<file path="config.mk">
export PLATFORM = sky130hd
export DESIGN_NAME = xbar_rr_arbiter_flat
export DESIGN_NICKNAME = d
export VERILOG_FILES = /design/src/rtl/xbar_rr_arbiter_if.sv /design/src/rtl/xbar_rr_arbiter.sv /design/src/flat_wrapper.sv
export SDC_FILE = /design/constraint.sdc
export NUM_CORES = 1
export LEC_CHECK = 0
export ABC_AREA = 1
export ABC_CLOCK_PERIOD_IN_PS = 1800
export CORE_AREA = 5 5 42 44
export CTS_CLUSTER_SIZE = 16
export DETAILED_ROUTE_END_ITERATION = 16
export DIE_AREA = 0 0 47 49
export HOLD_SLACK_MARGIN = 0.08
export PLACE_DENSITY_LB_ADDON = 0.2
export SLEW_MARGIN = 10
export SYNTH_ARGS = -nofsm -noshare
export SYNTH_HDL_FRONTEND = slang
export SYNTH_SLANG_ARGS = --single-unit
</file>
<file path="constraint.sdc">
create_clock -name clk_i -period 1.8 [get_ports clk_i]
set_input_delay 0.45 -clock clk_i [delete_from_list [all_inputs] [get_ports clk_i]]
set_output_delay 0.45 -clock clk_i [all_outputs]
set_load 0.02 [all_outputs]
</file>
<file path="src/rtl/xbar_rr_arbiter_if.sv">
// ---------------------------------------------------------------------------
// xbar_rr_arbiter_if
// Handshake bundle between one crossbar output port and its arbiter.
//
// Parameters:
//   S_DATA_COUNT  number of requesting masters (1..32)
//   IDX_WIDTH     width of the binary grant index (min 1)
//
// Signals (direction named from the arbiter's point of view):
//   req_i          [S_DATA_COUNT]  per-master request for this output
//   m_ready_i      1               tready of this output
//   m_last_i       1               tlast of the currently granted master
//   grant_o        [S_DATA_COUNT]  one-hot grant, zero when idle
//   grant_idx_o    [IDX_WIDTH]     binary index of the granted master
//   grant_valid_o  1               a grant is active
//
// Modports:
//   master  crossbar / stimulus side (drives requests, reads grants)
//   slave   arbiter side
// ---------------------------------------------------------------------------
interface xbar_rr_arbiter_if #(
  parameter int S_DATA_COUNT = 2
);
  localparam int IDX_WIDTH = (S_DATA_COUNT > 1) ? $clog2(S_DATA_COUNT) : 1;

  logic [S_DATA_COUNT-1:0] req_i;
  logic                    m_ready_i;
  logic                    m_last_i;
  logic [S_DATA_COUNT-1:0] grant_o;
  logic [IDX_WIDTH-1:0]    grant_idx_o;
  logic                    grant_valid_o;

  modport master (
    output req_i,
    output m_ready_i,
    output m_last_i,
    input  grant_o,
    input  grant_idx_o,
    input  grant_valid_o
  );

  modport slave (
    input  req_i,
    input  m_ready_i,
    input  m_last_i,
    output grant_o,
    output grant_idx_o,
    output grant_valid_o
  );
endinterface

</file>
<file path="src/rtl/xbar_rr_arbiter.sv">
// ---------------------------------------------------------------------------
// xbar_rr_arbiter
// Per-output round-robin arbiter for the stream crossbar. Picks one master
// from the request column, holds the grant until release, then leaves one
// IDLE cycle before re-arbitrating. The round-robin pointer moves only on
// release, to the master after the one just served.
//
// Configuration macro: XBAR_ARB_PKT_LOCK_EN
//   defined   : grant held for a whole packet, released on an accepted
//               beat with m_last_i high
//   undefined : grant released on every accepted beat (m_last_i unused)
//
// Ports:
//   clk_i    clock, rising edge
//   rst_i    synchronous active-high reset
//   arb_if   xbar_rr_arbiter_if.slave (req/ready/last in, grant out)
//
// All outputs come straight from flops.
// ---------------------------------------------------------------------------
module xbar_rr_arbiter #(
  parameter int S_DATA_COUNT = 2
) (
  input  logic                 clk_i,
  input  logic                 rst_i,
  xbar_rr_arbiter_if.slave     arb_if
);

  localparam int IDX_WIDTH = (S_DATA_COUNT > 1) ? $clog2(S_DATA_COUNT) : 1;

  typedef enum logic [0:0] {
    ST_IDLE   = 1'b0,
    ST_LOCKED = 1'b1
  } state_e;

  state_e                  state_q, state_d;
  logic [S_DATA_COUNT-1:0] grant_q, grant_d;
  logic [IDX_WIDTH-1:0]    grant_idx_q, grant_idx_d;
  logic                    grant_valid_q, grant_valid_d;
  logic [IDX_WIDTH-1:0]    ptr_q, ptr_d;

  logic                    beat_acc_s;
  logic                    release_s;
  logic [IDX_WIDTH:0]      pick_s;
  logic                    pick_found_s;
  logic [IDX_WIDTH-1:0]    pick_idx_s;
  logic [IDX_WIDTH-1:0]    next_ptr_s;

  // Round-robin search: first set request starting at ptr and wrapping.
  // Returns {found, index}.
  function automatic logic [IDX_WIDTH:0] rr_pick(
    input logic [S_DATA_COUNT-1:0] req,
    input logic [IDX_WIDTH-1:0]    ptr
  );
    logic                 found;
    logic [IDX_WIDTH-1:0] idx;
    int                   cand;
    found = 1'b0;
    idx   = {IDX_WIDTH{1'b0}};
    for (int k = 0; k < S_DATA_COUNT; k++) begin
      cand = int'(ptr) + k;
      if (cand >= S_DATA_COUNT) begin
        cand = cand - S_DATA_COUNT;
      end else begin
        cand = cand;
      end
      if (!found && req[cand]) begin
        found = 1'b1;
        idx   = IDX_WIDTH'(cand);
      end else begin
        found = found;
      end
    end
    return {found, idx};
  endfunction

  assign pick_s       = rr_pick(arb_if.req_i, ptr_q);
  assign pick_found_s = pick_s[IDX_WIDTH];
  assign pick_idx_s   = pick_s[IDX_WIDTH-1:0];

  // A beat moves only while the granted master still requests this output.
  assign beat_acc_s = grant_valid_q & arb_if.req_i[grant_idx_q] & arb_if.m_ready_i;

`ifdef XBAR_ARB_PKT_LOCK_EN
  assign release_s = beat_acc_s & arb_if.m_last_i;
`else
  // Beat-level mode: tlast is irrelevant, keep it as a deliberate sink.
  logic unused_last_s;
  assign unused_last_s = arb_if.m_last_i;
  assign release_s     = beat_acc_s;
`endif

  // Pointer after release: master following the one just served, wrapping.
  assign next_ptr_s = (grant_idx_q == IDX_WIDTH'(S_DATA_COUNT - 1))
                      ? {IDX_WIDTH{1'b0}}
                      : grant_idx_q + IDX_WIDTH'(1);

  // Next-state logic for arbitration FSM, grant and pointer.
  always_comb begin
    state_d       = state_q;
    grant_d       = grant_q;
    grant_idx_d   = grant_idx_q;
    grant_valid_d = grant_valid_q;
    ptr_d         = ptr_q;
    case (state_q)
      ST_IDLE: begin
        if (pick_found_s) begin
          state_d       = ST_LOCKED;
          grant_d       = S_DATA_COUNT'(1'b1) << pick_idx_s;
          grant_idx_d   = pick_idx_s;
          grant_valid_d = 1'b1;
        end else begin
          state_d       = ST_IDLE;
        end
      end
      ST_LOCKED: begin
        if (release_s) begin
          state_d       = ST_IDLE;
          grant_d       = {S_DATA_COUNT{1'b0}};
          grant_valid_d = 1'b0;
          ptr_d         = next_ptr_s;
        end else begin
          state_d       = ST_LOCKED;
        end
      end
      default: begin
        state_d       = ST_IDLE;
        grant_d       = {S_DATA_COUNT{1'b0}};
        grant_valid_d = 1'b0;
      end
    endcase
  end

  // State and output registers, synchronous reset.
  always_ff @(posedge clk_i) begin
    if (rst_i) begin
      state_q       <= ST_IDLE;
      grant_q       <= {S_DATA_COUNT{1'b0}};
      grant_idx_q   <= {IDX_WIDTH{1'b0}};
      grant_valid_q <= 1'b0;
      ptr_q         <= {IDX_WIDTH{1'b0}};
    end else begin
      state_q       <= state_d;
      grant_q       <= grant_d;
      grant_idx_q   <= grant_idx_d;
      grant_valid_q <= grant_valid_d;
      ptr_q         <= ptr_d;
    end
  end

  assign arb_if.grant_o       = grant_q;
  assign arb_if.grant_idx_o   = grant_idx_q;
  assign arb_if.grant_valid_o = grant_valid_q;

`ifndef SYNTHESIS
  xbar_rr_arbiter_chk #(
    .S_DATA_COUNT (S_DATA_COUNT),
    .IDX_WIDTH    (IDX_WIDTH)
  ) u_chk (
    .clk_i         (clk_i),
    .rst_i         (rst_i),
    .grant_i       (grant_q),
    .grant_idx_i   (grant_idx_q),
    .grant_valid_i (grant_valid_q)
  );
`endif

endmodule

// ---------------------------------------------------------------------------
// xbar_rr_arbiter_chk
// Simulation-only invariants on the arbiter outputs.
// Ports: clk_i, rst_i, grant_i, grant_idx_i, grant_valid_i (all inputs).
// ---------------------------------------------------------------------------
module xbar_rr_arbiter_chk #(
  parameter int S_DATA_COUNT = 2,
  parameter int IDX_WIDTH    = 1
) (
  input logic                    clk_i,
  input logic                    rst_i,
  input logic [S_DATA_COUNT-1:0] grant_i,
  input logic [IDX_WIDTH-1:0]    grant_idx_i,
  input logic                    grant_valid_i
);

  a_grant_onehot0: assert property (@(posedge clk_i) disable iff (rst_i)
    $onehot0(grant_i))
    else $error("arbiter: grant_o has more than one bit set");

  a_valid_is_or: assert property (@(posedge clk_i) disable iff (rst_i)
    grant_valid_i == (|grant_i))
    else $error("arbiter: grant_valid_o disagrees with grant_o");

  a_idx_matches: assert property (@(posedge clk_i) disable iff (rst_i)
    grant_valid_i |-> (grant_i == (S_DATA_COUNT'(1'b1) << grant_idx_i)))
    else $error("arbiter: grant_o does not match grant_idx_o");

endmodule

</file>
<file path="src/flat_wrapper.sv">
// flat-port wrapper written by rule: the top's interface ports become plain ports
module xbar_rr_arbiter_flat 
#(
  parameter int S_DATA_COUNT = 2
)
  (clk_i, rst_i, arb_if_req_i, arb_if_m_ready_i, arb_if_m_last_i, arb_if_grant_o, arb_if_grant_idx_o, arb_if_grant_valid_o);
  xbar_rr_arbiter_if #(.S_DATA_COUNT(S_DATA_COUNT)) arb_if_i ();
  input  logic clk_i;
  input  logic rst_i;
  input wire logic [$bits(arb_if_i.req_i)-1:0] arb_if_req_i;
  input wire logic [$bits(arb_if_i.m_ready_i)-1:0] arb_if_m_ready_i;
  input wire logic [$bits(arb_if_i.m_last_i)-1:0] arb_if_m_last_i;
  output wire logic [$bits(arb_if_i.grant_o)-1:0] arb_if_grant_o;
  output wire logic [$bits(arb_if_i.grant_idx_o)-1:0] arb_if_grant_idx_o;
  output wire logic [$bits(arb_if_i.grant_valid_o)-1:0] arb_if_grant_valid_o;
  assign arb_if_i.req_i = arb_if_req_i;
  assign arb_if_i.m_ready_i = arb_if_m_ready_i;
  assign arb_if_i.m_last_i = arb_if_m_last_i;
  assign arb_if_grant_o = arb_if_i.grant_o;
  assign arb_if_grant_idx_o = arb_if_i.grant_idx_o;
  assign arb_if_grant_valid_o = arb_if_i.grant_valid_o;
  xbar_rr_arbiter #(.S_DATA_COUNT(S_DATA_COUNT)) u_core (.clk_i(clk_i), .rst_i(rst_i), .arb_if(arb_if_i));
endmodule
</file>
==> impl_metrics.env, run 1 <==
export IMPL_crit_path_top_delay_cell="clkdlybuf4s50_1"
export IMPL_r2r_end="u_core.arb_if.grant_o[1]"
export IMPL_ys_seq_elements=6
export IMPL_cts_hold_buf=0
export IMPL_yosysTopAreaCell="dfxtp_1"
export IMPL_io_pins=10
export IMPL_drc_errors=0
export IMPL_clk_latency_ns=0.24
export IMPL_finish_utilization_pct=26.7
export IMPL_synth_compound_area_share_pct=14.4
export IMPL_cts_resized=0
export IMPL_critPathRequiredTime_ns=1.35
export IMPL_place_hpwl_um=432
export IMPL_critical_path_depth=1
export IMPL_place_congestion=0.655
export IMPL_maxCapViolations=0
export IMPL_hold_class="flip-flop to flip-flop"
export IMPL_grt_pass1_vias=250
export IMPL_worst_pin_slew_ns=0.223
export IMPL_yosysSeqAreaShare_pct=47.8
export IMPL_max_stage_delay_ns=0.62
export IMPL_cp_startpoint="u_core.arb_if.grant_idx_o"
export IMPL_gr_total_overflow=0
export IMPL_status="complete, no violations"
export IMPL_wire_per_inst_um=9.66
export IMPL_yosysUniqueCellTypes=13
export IMPL_wl_um=589
export IMPL_hold_viol_final=0
export IMPL_critical_path_top_delay_family="buffers and inverters"
export IMPL_cts_clk_slew_worst_paths_ns=0.04
export IMPL_cts_max_level=1
export IMPL_setup_tns_ns=0
export IMPL_arrival_ns=1.23
export IMPL_antenna_found_initial=0
export IMPL_fp_dieH_um=49
export IMPL_rows=14
export IMPL_avgSynthCellArea_um2=7.40
export IMPL_grt_pass1_wl_um=993
export IMPL_min_from="u_core.ptr_q"
export IMPL_die_area_um2=2300
export IMPL_reg2reg_setup_slack_ns=0.85
export IMPL_min_path_cells=2
export IMPL_path_cells="clkdlybuf4s50_1"
export IMPL_clockBufferDepth=2
export IMPL_cts_sink_count=6
export IMPL_cp_num_buf_inv=1
export IMPL_synth_area_um2=251
export IMPL_yosysWarnings=0
export IMPL_crit_path_end="arb_if_grant_idx_o"
export IMPL_grt_max_degree=6
export IMPL_cp_end_kind="output pin"
export IMPL_regArea_um2=120
export IMPL_synth_xor_area_share_pct=0
export IMPL_dr_pass1_iters=4
export IMPL_drive_gt1_share_pct=11.1
export IMPL_syn_num_nets=40
export IMPL_root_buffer="clkbuf_4"
export IMPL_muxShareOfSynthArea_pct=0
export IMPL_track_usage_pct=6.21
export IMPL_die_x_um=47
export IMPL_initial_utilization_pct=17.9
export IMPL_vias_per_cell=4.23
export IMPL_synth_cells=34
export IMPL_finalClockSkew_ns=0.00103
export IMPL_rsz0062_at_grt="false"
export IMPL_drv_slew=0
export IMPL_final_net_count=53
export IMPL_synth_top_family_by_area="simple AND/OR/NAND/NOR gates"
export IMPL_core_area_um2=1400
export IMPL_startpoint_type="flip-flop"
export IMPL_drt_iter0_markers=7
export IMPL_crit_fanout=4
export IMPL_worstSetupPathType="flip-flop to output pin"
export IMPL_yosysTopAreaCellShare_pct=47.8
export IMPL_port_buffers=8
export IMPL_synthAdderAreaFrac_pct=0
export IMPL_max_freq_mhz=597
export IMPL_reg2reg_depth=5
export IMPL_period_needed_ns=1.68
export IMPL_synthSimpleGateAreaFrac_pct=31.8
export IMPL_fill_cells=168
export IMPL_cts_tree="built"
export IMPL_leakagePower_nw=0.149
export IMPL_reg2reg_from="u_core.arb_if.grant_valid_o"
export IMPL_area_delta_synth_final_pct=48.8
export IMPL_fin_crit_sh_pct=93.1
export IMPL_postCtsSetupBuffers=0
export IMPL_relSlewSlack_pct=85.1
export IMPL_antenna_cells=0
export IMPL_power_density_nw_per_um2=886
export IMPL_finalSetupViolations=0
export IMPL_mostFrequentLayoutCells="nand2_1 (9), clkdlybuf4s50_1 (8), dfxtp_1 (6), inv_1 (4)"
export IMPL_numCtsBuffers=3
export IMPL_multi_input_area_um2=116
export IMPL_vias=258
export IMPL_ant_nets=0
export IMPL_final_common_cell="nand2_1"
export IMPL_ir_drop_mv=0.287
export IMPL_synth_area_top_cells="dfxtp_1 (48%), nand2_1 (13%), a21oi_1 (6.0%)"
[sequential cells by signal, indices dropped and copies added (netlist names)]
register	cells
u_core.arb_if.grant_idx_o	1
u_core.arb_if.grant_o	2
u_core.arb_if.grant_valid_o	1
u_core.ptr_q	1
u_core.state_q	1
[worst reg2reg max path, stage by stage (launching register included)]
cell and delay (ns):
dfxtp_1 0.35, nand2_1 0.06, nor2_1 0.16, nand2_2 0.12, nand3_1 0.08, a21oi_1 0.06
[routing by layer]
metal	GRT usage, %	vias to the layer above	routed length, um
met5	0	-	0
met4	5.53	0	6
met3	3.32	2	59
met2	7.47	6	241
met1	7.51	114	281
li1	-	136	-
[report_power, final]
| part | internal, mW | switching (mW) |
|---|---|---|
| Sequential | 0.143 | 0.00589 |
| Clock | 0.0753 | 0.0472 |
| Combinational | 0.0287 | 0.0311 |
| Total | 0.247 | 0.0843 |
[cell usage after synthesis]
library cell,count
nand3_1,3
nor3_1,1
a21oi_1,3
inv_1,4
nand4_1,1
nand2_2,1
o21ai_2,1
dfxtp_1,6
or2_0,1
nand2_1,9
o21ai_1,1
a21boi_1,1
nor2_1,2
[how the worst min path moves through the flow]
stage	slack, ns	end
2_1_floorplan	0.43	u_core.ptr_q
3_3_place_gp	0.46	u_core.ptr_q
3_5_place_dp	0.46	u_core.ptr_q
4_1_cts	0.46	u_core.ptr_q
5_1_grt	0.48	u_core.ptr_q
6_report	0.46	u_core.ptr_q
[cells by family after synthesis]
group,Yosys count
AOI/OAI and AO/OA,6
and+or+nand+nor,18
DFF,6
buffers and inverters,4
[through the flow]
step           std cells  worst slack, ns  instance area, um2  total power [mW]  hold slack (ns)
2_1_floorplan         34            0.823                 251             0.181            0.434
3_3_place_gp          58            0.215                 352             0.212            0.457
3_5_place_dp          58            0.223                 352             0.211            0.455
4_1_cts               61            0.115                 374             0.338            0.462
5_1_grt               61           0.0935                 374             0.347            0.484
6_report              61            0.124                 374             0.331            0.463
[final cells by class]
class	instances	share of cell area [%]
Sequential cell	6	32.1
Multi-Input combinational cell	24	31.1
Timing Repair Buffer	8	21.4
Clock buffer	3	6.02
Tap cell	16	5.35
Inverter	4	4.01
Note: power is estimated with default switching activity, not from simulation.
==> inputs of run 2 (changes only) <==
Settings changed: ABC_CLOCK_PERIOD_IN_PS 1800 to 1900.
Clock period 1.8 ns to 1.9 ns, I/O delays scaled along.
==> results of run 2 <==
Same layout as run 1 (identical final DEF). Status: complete, no violations.
Among the figures that moved: setup slack after placement 0.223 ns -> 0.298 ns; setup slack after layout 0.124 ns -> 0.199 ns; register-to-register setup slack 0.85 ns -> 0.95 ns; total power 0.331 mW -> 0.314 mW; worst IR drop on VDD 0.287 mV -> 0.272 mV
